<file path="src/rtl/cmd_pkg.sv">
// Shared constants, parameter defaults and FSM state type for the command transmitter.
package cmd_pkg;

    localparam logic [7:0] CMD_RESET = 8'b1000_0000;
    localparam logic [1:0] CMD_CHECK = 2'b10;

    localparam int unsigned BAUD_DIV_DEF   = 8;
    localparam int unsigned FIFO_DEPTH_DEF = 4;
    localparam int unsigned GAP_BITS_DEF   = 2;
    localparam int unsigned HB_PERIOD_DEF  = 2500;

    typedef enum logic [2:0] {
        StIdle,
        StStart,
        StData,
        StStop,
        StGap
    } tx_state_e;

    function automatic logic cmd_valid(input logic [7:0] cmd);
        return cmd[7:6] == CMD_CHECK;
    endfunction

endpackage

</file>
<file path="src/rtl/cmd_fifo.sv">
// Small command queue; pushes while full and pops while empty are ignored.
module cmd_fifo
    import cmd_pkg::*;
#(
    parameter int unsigned DEPTH = FIFO_DEPTH_DEF,
    parameter int unsigned WIDTH = 8
) (
    input  logic             clk_i,
    input  logic             rst_n,
    input  logic             push_i,
    input  logic [WIDTH-1:0] data_i,
    input  logic             pop_i,
    output logic [WIDTH-1:0] data_o,
    output logic             full_o,
    output logic             empty_o
);

    localparam int unsigned AW = $clog2(DEPTH);

    // Pointers carry one extra wrap bit so full and empty are distinguishable.
    logic [AW:0]      wr_q, wr_d;
    logic [AW:0]      rd_q, rd_d;
    logic [WIDTH-1:0] mem_q [DEPTH];
    logic             do_push;
    logic             do_pop;

    assign empty_o = (wr_q == rd_q);
    assign full_o  = (wr_q[AW] != rd_q[AW]) && (wr_q[AW-1:0] == rd_q[AW-1:0]);
    assign do_push = push_i && !full_o;
    assign do_pop  = pop_i && !empty_o;
    assign data_o  = mem_q[rd_q[AW-1:0]];

    always_comb begin
        wr_d = wr_q;
        rd_d = rd_q;
        if (do_push) wr_d = wr_q + (AW + 1)'(1);
        if (do_pop)  rd_d = rd_q + (AW + 1)'(1);
    end

    always_ff @(posedge clk_i or negedge rst_n) begin
        if (!rst_n) begin
            wr_q <= '0;
            rd_q <= '0;
        end else begin
            wr_q <= wr_d;
            rd_q <= rd_d;
        end
    end

    always_ff @(posedge clk_i) begin
        if (do_push) mem_q[wr_q[AW-1:0]] <= data_i;
    end

endmodule

</file>
<file path="src/rtl/cmd_tx_sched.sv">
// Keypad command scheduler: check-bit filter, queue, 8N1 UART framing with gap and heartbeat.
module cmd_tx_sched
    import cmd_pkg::*;
#(
    parameter int unsigned BAUD_DIV   = BAUD_DIV_DEF,
    parameter int unsigned FIFO_DEPTH = FIFO_DEPTH_DEF,
    parameter int unsigned GAP_BITS   = GAP_BITS_DEF,
    parameter int unsigned HB_PERIOD  = HB_PERIOD_DEF
) (
    input  logic       clk_10k,
    input  logic       rst_n,
    input  logic [7:0] command,
    input  logic       send,
    output logic       tx,
    output logic       busy,
    output logic       fifo_full,
    output logic       overflow,
    output logic       reject,
    output logic [7:0] last_cmd
);

    localparam int unsigned BaudW = $clog2(BAUD_DIV + 1);
    localparam int unsigned HbW   = $clog2(HB_PERIOD + 1);

    localparam logic [BaudW-1:0] BaudLast = BaudW'(BAUD_DIV - 1);
    localparam logic [HbW-1:0]   HbLast   = HbW'(HB_PERIOD - 1);
    localparam logic [7:0]       GapLast  = 8'(GAP_BITS - 1);

    tx_state_e        state_q, state_d;
    logic [BaudW-1:0] baud_q, baud_d;
    logic [7:0]       bit_q, bit_d;
    logic [7:0]       shift_q, shift_d;
    logic [7:0]       last_q, last_d;
    logic [HbW-1:0]   hb_q, hb_d;
    logic             tx_q, tx_d;
    logic             ovf_q, ovf_d;
    logic             rej_q, rej_d;

    logic       cmd_ok;
    logic       push;
    logic       pop;
    logic       q_full;
    logic       q_empty;
    logic [7:0] q_head;
    logic       baud_end;

    assign cmd_ok   = cmd_valid(command);
    assign push     = send && cmd_ok;
    assign baud_end = (baud_q == BaudLast);

    cmd_fifo #(
        .DEPTH (FIFO_DEPTH),
        .WIDTH (8)
    ) u_fifo (
        .clk_i   (clk_10k),
        .rst_n   (rst_n),
        .push_i  (push),
        .data_i  (command),
        .pop_i   (pop),
        .data_o  (q_head),
        .full_o  (q_full),
        .empty_o (q_empty)
    );

    // Fullness is sampled before this cycle's pop, so a push into a full queue drops.
    assign ovf_d = push && q_full;
    assign rej_d = send && !cmd_ok;

    always_comb begin
        state_d = state_q;
        baud_d  = baud_q;
        bit_d   = bit_q;
        shift_d = shift_q;
        last_d  = last_q;
        hb_d    = hb_q;
        tx_d    = tx_q;
        pop     = 1'b0;

        case (state_q)
            StIdle: begin
                baud_d = '0;
                bit_d  = '0;
                tx_d   = 1'b1;
                if (!q_empty) begin
                    pop     = 1'b1;
                    shift_d = q_head;
                    last_d  = q_head;
                    tx_d    = 1'b0;
                    hb_d    = '0;
                    state_d = StStart;
                end else if (hb_q == HbLast) begin
                    hb_d = '0;
                    // A byte arriving now wins; it is popped on the next cycle instead.
                    if (!push) begin
                        shift_d = last_q;
                        tx_d    = 1'b0;
                        state_d = StStart;
                    end
                end else begin
                    hb_d = hb_q + HbW'(1);
                end
            end

            StStart: begin
                if (baud_end) begin
                    baud_d  = '0;
                    bit_d   = '0;
                    tx_d    = shift_q[0];
                    state_d = StData;
                end else begin
                    baud_d = baud_q + BaudW'(1);
                end
            end

            StData: begin
                if (baud_end) begin
                    baud_d = '0;
                    if (bit_q == 8'd7) begin
                        tx_d    = 1'b1;
                        state_d = StStop;
                    end else begin
                        bit_d   = bit_q + 8'd1;
                        shift_d = {1'b0, shift_q[7:1]};
                        tx_d    = shift_q[1];
                    end
                end else begin
                    baud_d = baud_q + BaudW'(1);
                end
            end

            StStop: begin
                if (baud_end) begin
                    baud_d  = '0;
                    bit_d   = '0;
                    state_d = (GAP_BITS == 0) ? StIdle : StGap;
                end else begin
                    baud_d = baud_q + BaudW'(1);
                end
            end

            StGap: begin
                if (baud_end) begin
                    baud_d = '0;
                    if (bit_q == GapLast) begin
                        state_d = StIdle;
                    end else begin
                        bit_d = bit_q + 8'd1;
                    end
                end else begin
                    baud_d = baud_q + BaudW'(1);
                end
            end

            default: begin
                tx_d    = 1'b1;
                state_d = StIdle;
            end
        endcase
    end

    always_ff @(posedge clk_10k or negedge rst_n) begin
        if (!rst_n) begin
            state_q <= StIdle;
            baud_q  <= '0;
            bit_q   <= '0;
            shift_q <= '0;
            last_q  <= CMD_RESET;
            hb_q    <= '0;
            tx_q    <= 1'b1;
            ovf_q   <= 1'b0;
            rej_q   <= 1'b0;
        end else begin
            state_q <= state_d;
            baud_q  <= baud_d;
            bit_q   <= bit_d;
            shift_q <= shift_d;
            last_q  <= last_d;
            hb_q    <= hb_d;
            tx_q    <= tx_d;
            ovf_q   <= ovf_d;
            rej_q   <= rej_d;
        end
    end

    assign tx        = tx_q;
    assign busy      = (state_q != StIdle);
    assign fifo_full = q_full;
    assign overflow  = ovf_q;
    assign reject    = rej_q;
    assign last_cmd  = last_q;

endmodule

</file>
<file path="config.mk">
export PLATFORM = sky130hd
export DESIGN_NAME = cmd_tx_sched
export DESIGN_NICKNAME = d
export VERILOG_FILES = /design/src/rtl/cmd_pkg.sv /design/src/rtl/cmd_fifo.sv /design/src/rtl/cmd_tx_sched.sv
export SDC_FILE = /design/constraint.sdc
export NUM_CORES = 1
export LEC_CHECK = 0
export ABC_AREA = 1
export BUFFER_PORTS_ARGS = -buffer_cell sky130_fd_sc_hd__buf_2
export CAP_MARGIN = 25
export CORE_MARGIN = 3
export CORE_UTILIZATION = 55
export CTS_CLUSTER_DIAMETER = 50
export DETAILED_ROUTE_END_ITERATION = 6
export PLACE_DENSITY_LB_ADDON = 0.15
export SLEW_MARGIN = 20
export SYNTH_ARGS = -nofsm -noshare
export SYNTH_HDL_FRONTEND = slang
export SYNTH_HIERARCHICAL = 1
export SYNTH_SLANG_ARGS = --single-unit
export TNS_END_PERCENT = 5
</file>
<file path="constraint.sdc">
create_clock -name clk_10k -period 1.85 [get_ports clk_10k]
set_clock_uncertainty 0.2 [all_clocks]
set_input_delay 0.37 -clock clk_10k [delete_from_list [all_inputs] [get_ports clk_10k]]
set_output_delay 0.37 -clock clk_10k [all_outputs]
set_load 0.005 [all_outputs]
</file>
==> metrics.md, run 1 <==
| Metric | Value |
|---|---|
| Via/cell ratio | `5.165` |
| Tightest Pin Transition | `468.8 ps` |
| Root buf cell | `clkbuf_8` |
| Worst Path Required | `1280 ps` |
| Layout cells sized above 1 | `23.20%` |
| Final core occ | `69.71%` |
| Pwr Total | `4.128 mW` |
| Clock Latency Late Sink | `370 ps` |
| Cells after Synth | `497` |
| # port buffers | `23` |
| Final worst-path cycle share | `104.3%` |
| HP Class | `in -> reg` |
| Yosys reg bits | `84` |
| Core area | `7447 µm²` |
| Routed len/inst | `13.08 µm` |
| CP max FO | `2` |
| Max cap viols | `0` |
| Setup WS pre-CTS | `-29.66 ps` |
| Number of global-route vias before repair | `3333` |
| First-iteration detailed-routing DRC count | `149` |
| Final WS setup | `-79.61 ps` |
| Post-route ant nets | `0` |
| DRC viols | `0` |
| Worst setup path category | `reg -> out` |
| Pre-Repair DR Iteration Count | `5` |
| Number of diodes | `0` |
| Yosys Warn Count | `6` |
| GPL Wtd Cong | `0.8315` |
| Hpwl dp | `6332 µm` |
| WP data arrival | `1360 ps` |
| CTS tree | `yes` |
| Static Leak | `2.435 nW` |
| Total gr overflow | `0` |
| Setup repair after global routing missed its margin | `true` |
| Clk sink count | `84` |
| CTS buffer count | `9` |
| All-Layer GR Usage | `21.61%` |
| Syn_nets | `517` |
| Number of distinct library cells after synthesis | `39` |
| Tmin final | `1930 ps` |
| CP endpoint kind | `output port` |
| Power per cell area | `795.3 nW/µm²` |
| Status | `complete, but fails checks` |
| Worst-path clk slew | `100 ps` |
| Final WL | `8738 µm` |
| Setup_tns | `-126.3 ps` |
| Synth-to-Final Area Change | `19.88%` |
| Final setup vio count | `4` |
| Max-slew headroom | `68.75%` |
| Starting Density | `58.15%` |
| CTS Buffer Depth | `2` |
| Fill cells | `615` |
| H-tree levels | `3` |
| Placed cells | `639` |
| Critical Path Start Type | `register` |
| Mean area per synthesized cell | `8.713 µm²` |
| Seq/Total Area, Yosys | `52.30%` |
| Fmax | `518.2 MHz` |
| Die height | `94.73 µm` |
| Die width | `94.73 µm` |
| Worst ir drop on vdd | `0.0006728 V` |
| Final hold vios | `0` |
| Post-Layout Cell Count | `668` |
| Nets | `584` |
| # rows | `31` |
| Via count | `3450` |
| First-pass GRT wire length | `15150 µm` |
| Cell area after synthesis | `4330 µm²` |
| Commonest non-fill, non-tap cell in the layout | `nand2_1` |
| IO Pins | `24` |
| Die area | `8974 µm²` |
| Pin count of the biggest net entering global routing | `21` |
| Failing checks | `negative setup slack` |
| Most frequent cells in the layout | `nand2_1 (139), inv_1 (50), dfrtp_1 (45), nor2_1 (40), o21ai_0 (38)` |
| Slew Viols, Final | `0` |
| Initial antenna violation count | `0` |
## through the flow
stage,hold WS (ps),area (µm²)
floorplan,-125.6,4350
global placement,152.9,4773
detailed placement,156.4,4773
CTS,0.1837,5082
global route,9.745,5191
finish,13.50,5191
## state kept, by name (all words and copies together), names as in the netlist
register,cells
baud_q,4
bit_q,8
hb_q,12
last_cmd,8
overflow,1
reject,1
shift_q,8
state_q,3
tx,1
u_fifo/mem_q,32
u_fifo/rd_q,3
u_fifo/wr_q,3
## Yosys cell counts
library cell  count  share of area (%)
a21boi_0          1               0.17
a21oi_1           7               0.81
a21oi_2           1               0.20
a22o_1            2               0.40
a31oi_1           1               0.14
buf_2             4               0.46
buf_4             4               0.69
buf_6             3               0.78
clkbuf_1          1              0.087
dfrtp_1          50                 29
dfstp_2           2                1.2
edfxtp_1         32                 22
ha_1              9                2.6
inv_1            53                4.6
inv_2             4               0.35
inv_4             1               0.14
nand2_1         140                 12
nand2_2           5               0.72
nand2_4           5                1.3
nand3_1          26                3.0
nand3_2           3               0.69
nand3_4           1               0.40
nand4_1          12                1.7
nand4_2           1               0.29
nor2_1           41                3.6
nor2_2            4               0.58
nor2_4            2               0.52
nor3_1            4               0.46
o211ai_1          1               0.17
o21ai_0          39                4.5
o21ai_1           8               0.92
o21ai_2           4               0.81
o21bai_1          2               0.35
o22ai_1          14                2.0
or2_1             1               0.14
or2_2             1               0.14
xnor2_1           1               0.20
xnor2_2           1               0.38
xor2_1            6                1.2
## cell families (layout without fill, tap and decap cells)
group           count (synthesis)  after routing  share of synthesized area, %
simple gates                  246            246                         25.69
xor+xnor                        8              8                         1.792
buf+inv                        70            142                         7.108
flops                          84             84                         52.30
compound gates                 80             80                         10.52
fa+ha+maj                       9              9                         2.600
## area by class of cell
type / instances / area [µm²] / area share (%)
Multi-Input combinational cell: 343 / 1843 / 35.50
Sequential cell: 84 / 2271 / 43.75
Inverter: 58 / 231.5 / 4.459
Tap cell: 99 / 123.9 / 2.386
Timing Repair Buffer: 67 / 521.8 / 10.05
Clock inverter: 7 / 71.32 / 1.374
Timing Repair inverter: 1 / 5.005 / 0.09641
Clock buffer: 9 / 123.9 / 2.386
## report_power, final
| group | total [mW] | switching, mW | internal, mW | leakage, nW |
|---|---|---|---|---|
| Clock | 1.30 | 0.762 | 0.534 | 0.102 |
| Sequential | 2.05 | 0.0473 | 2.01 | 0.976 |
| Combinational | 0.777 | 0.409 | 0.368 | 1.36 |
## repair_timing
action	in CTS	in global routing
pin swaps	3	3
gates resized for setup	12	20
endpoints found under the hold margin	20	0
buffers inserted	7	2
setup endpoints to repair	23	36
cloned	0	1
hold buffers	3	0
## worst max-delay path: stages, from the launching register on
cell and delay, ps:
dfrtp_2 460, xnor2_4 190, buf_6 120, nand3_4 60
inv_2 70, buf_6 90
## routing by layer
metal | part of all wire [%] | global-route usage (%) | routed length, µm
met1 | 46 | 27.69 | 3977
met2 | 50 | 35.70 | 4372
met3 | 2.6 | 3.825 | 227
met4 | 1.8 | 9.976 | 161
met5 | 0 | 0 | 0
## path summary, 6_finish.rpt
check | start | to | slack [ps] | cells past startpoint
worst max-delay path | u_fifo/wr_q[0]$_DFFE_PN0P_ | fifo_full | -80 | 5
worst min-delay path | command[4] | u_fifo/mem_q[1][4]$_DFFE_PP_ | 10 | 1
worst max register to register | u_fifo/wr_q[0]$_DFFE_PN0P_ | hb_q[3]$_DFFE_PN0P_ | -10 | 9
worst min register to register | shift_q[6]$_DFFE_PN0P_ | shift_q[6]$_DFFE_PN0P_ | 280 | 2
max in group asynchronous | rst_n | last_cmd[7]$_DFFE_PN1P_ | 630 | 3
min in group asynchronous | rst_n | hb_q[6]$_DFFE_PN0P_ | 290 | 2
(Power assumes the default switching activity.)
==> run 2, diff against run 1 <==
--- a/config.mk
+++ b/config.mk
@@ -5,13 +5,13 @@
 export SDC_FILE = /design/constraint.sdc
 export NUM_CORES = 1
 export LEC_CHECK = 0
-export ABC_AREA = 1
 export BUFFER_PORTS_ARGS = -buffer_cell sky130_fd_sc_hd__buf_2
 export CAP_MARGIN = 25
 export CORE_MARGIN = 3
-export CORE_UTILIZATION = 55
+export CORE_UTILIZATION = 65
 export CTS_CLUSTER_DIAMETER = 50
 export DETAILED_ROUTE_END_ITERATION = 6
+export GPL_TIMING_DRIVEN = 1
 export PLACE_DENSITY_LB_ADDON = 0.15
 export SLEW_MARGIN = 20
 export SYNTH_ARGS = -nofsm -noshare
==> constraint.sdc (replaced) <==
create_clock -name clk_10k -period 2.3 [get_ports clk_10k]
set_clock_uncertainty 0.2 [all_clocks]
set_input_delay 0.46 -clock clk_10k [delete_from_list [all_inputs] [get_ports clk_10k]]
set_output_delay 0.46 -clock clk_10k [all_outputs]
set_load 0.005 [all_outputs]
==> run 2 against run 1 <==
  * The run now ends clean
  * Combinational power is 20% lower
  * Non-clock buffer count down 1
  * Utilization is 12 points higher
  * Largest power group unchanged
  * Synthesized cell count is 30% lower
  * Hold slack better by 99 ps
  * Routed wire length decreased by 3.0%
==> metrics.md, run 2 <==
| Metric | Value |
|---|---|
| Nets | `427` |
| Worst ir drop on vdd | `0.0007236 V` |
| Final setup vio count | `0` |
| Fill cells | `342` |
| Cell area after synthesis | `4267 µm²` |
| Critical Path Start Type | `register` |
| Starting Density | `69.59%` |
| Root buf cell | `clkbuf_8` |
| Seq/Total Area, Yosys | `53.08%` |
| CP max FO | `4` |
| CP endpoint kind | `register` |
| Setup WS pre-CTS | `-8.555 ps` |
| Slowest CP cell | `dfrtp_1` |
| Hpwl dp | `5968 µm` |
| Routed len/inst | `17.41 µm` |
| Tmin final | `2216 ps` |
| Count leader, synth | `dfrtp_1` |
| Setup_tns | `0 ps` |
| Initial antenna violation count | `0` |
| Status | `complete, no violations` |
| H-tree levels | `3` |
| Mean area per synthesized cell | `12.30 µm²` |
| Max-slew headroom | `67.64%` |
| CTS Buffer Depth | `2` |
| Number of synthesized flops with an enable pin | `32` |
| Most frequent cells in the layout | `dfrtp_1 (49), buf_4 (40), edfxtp_1 (32), nand2_1 (23), buf_2 (23)` |
| Final worst-path cycle share | `96.36%` |
| Die height | `87.02 µm` |
| Top cells by area, synth | `dfrtp_1 (29%), edfxtp_1 (23%), mux2_2 (5.0%)` |
| Clk sink count | `84` |
| Final hold vios | `0` |
| Yosys Warn Count | `6` |
| Tightest Pin Transition | `485.4 ps` |
| Pre-Repair DR Iteration Count | `4` |
| Via count | `3017` |
| # port buffers | `23` |
| Syn_nets | `367` |
| CP top delay family | `simple AND/OR/NAND/NOR gates` |
| Commonest non-fill, non-tap cell in the layout | `dfrtp_1` |
| All-Layer GR Usage | `24.88%` |
| Post-Layout Cell Count | `487` |
| Final WS setup | `83.71 ps` |
| Yosys reg bits | `84` |
| CTS buffer count | `9` |
| Core area | `6131 µm²` |
| DRC viols | `0` |
| # rows | `28` |
| Die width | `87.02 µm` |
| Worst-path clk slew | `100 ps` |
| Total gr overflow | `0` |
| Synth-to-Final Area Change | `16.80%` |
| Static Leak | `2.110 nW` |
| Top cell type's share of synthesized area | `29.33%` |
| Worst Path Required | `2330 ps` |
| Number of diodes | `0` |
| Main flop type after synthesis | `dfrtp_1` |
| Synth area leader | `dfrtp_1` |
| Async SR Flop Fraction | `61.90%` |
| First-pass GRT wire length | `14570 µm` |
| First-iteration detailed-routing DRC count | `173` |
| Die area | `7572 µm²` |
| Synth cell count leaders | `dfrtp_1 (50), edfxtp_1 (32), nand2_1 (23)` |
| CTS tree | `yes` |
| Pin count of the biggest net entering global routing | `53` |
| GPL Wtd Cong | `0.8431` |
| Critical path, cell by cell | `ha_2, nor4b_4, nand4b_4, a221oi_4, buf_4, mux2_2` |
| Max FFs per register | `32` |
| Slew Viols, Final | `0` |
| Post-route ant nets | `0` |
| Number of distinct library cells after synthesis | `62` |
| Layout cells sized above 1 | `32.52%` |
| Fmax | `451.2 MHz` |
| IO Pins | `24` |
| Via/cell ratio | `6.195` |
| Power per cell area | `657.7 nW/µm²` |
| Placed cells | `467` |
| Worst path bufs/invs | `1` |
| Max cap viols | `0` |
| Worst setup path category | `reg -> reg` |
| CP peak stage delay | `390 ps` |
| WP data arrival | `2250 ps` |
| HP Class | `in -> reg` |
| Number of global-route vias before repair | `3013` |
| Cells after Synth | `347` |
| Clock Latency Late Sink | `350 ps` |
| Final WL | `8480 µm` |
[run 2: cell types whose count changed after synthesis, moves of 9 or more]
cell and delta:
clkbuf_1 +9, nand2_1 -117, a21oi_1 +13, mux2i_1 +9, o22ai_1 -14, nand3_1 -12, inv_1 -42, mux2_2 +19
nor2_1 -30, o21ai_0 -25
[run 2: through the flow]
stage               hold slack (ps)  area [µm²]  total power, mW  util [%]
CTS                           97.33        4946            3.260     80.67
detailed placement            274.9        4726            2.260     77.08
global route                  112.4        4984            3.409     81.29
floorplan                    -35.59        4282            2.034         -
finish                        112.6        4984            3.278     81.29
global placement              276.3        4726            2.241     77.08
[run 2: logic make-up after synthesis]
kind of cell	synth area share, %
DFF	53.08
buffers and inverters	3.020
and+or+nand+nor	13.28
AOI/OAI and AO/OA	13.40
muxes	11.35
adders and majority gates	2.639
xor gates and xnor gates	3.226
[run 2: what timing repair did]
item                                    CTS  global route
endpoints found under the setup margin    8             9
setup buffers                             2             1
gates cloned                              0             0
endpoints found under the hold margin    50             0
hold buffers                              1             0
pin swaps                                 1             1
resized for setup                         1             6
[run 2: routing by layer]
metal / wire (µm) / up-vias / track usage (%)
li1: - / 1441 / -
met1: 3806 / 1495 / 33.76
met2: 4239 / 70 / 41.20
met3: 343 / 11 / 3.879
met4: 89 / 0 / 8.215
met5: 0 / - / 0
[run 2: worst register-to-register path: stages (launching register included)]
cell,delay (ps)
dfrtp_1,390
ha_2,220
nor4b_4,280
nand4b_4,180
a221oi_4,310
buf_4,180
mux2_2,340
[run 2: report_power, final]
part | switching (mW) | internal (mW) | total (mW)
registers | 0.0443 | 1.61 | 1.66
logic | 0.342 | 0.277 | 0.619
clock network | 0.585 | 0.419 | 1.00
total | 0.972 | 2.31 | 3.28
[run 2: path summary, 6_finish.rpt]
kind | cells past startpoint | from | slack (ps) | to
worst max register to register | 6 | hb_q[0]$_DFFE_PN0P_ | 80 | shift_q[5]$_DFFE_PN0P_
max in group asynchronous | 3 | rst_n | 1190 | tx$_DFFE_PN1P_
worst min register to register | 1 | shift_q[3]$_DFFE_PN0P_ | 320 | shift_q[3]$_DFFE_PN0P_
worst max-delay path | 6 | hb_q[0]$_DFFE_PN0P_ | 80 | shift_q[5]$_DFFE_PN0P_
worst min-delay path | 1 | command[5] | 110 | u_fifo/mem_q[1][5]$_DFFE_PP_
min in group asynchronous | 3 | rst_n | 420 | hb_q[5]$_DFFE_PN0P_
[run 2: final cells by class]
type | instances | area [µm²] | area share (%)
sequential | 84 | 2266 | 45.47
clock buffer | 9 | 123.9 | 2.486
tap | 75 | 93.84 | 1.883
multi-input combinational | 234 | 1926 | 38.64
inverter | 12 | 45.04 | 0.9038
timing repair buffer | 66 | 465.4 | 9.340
clock inverter | 7 | 63.81 | 1.280
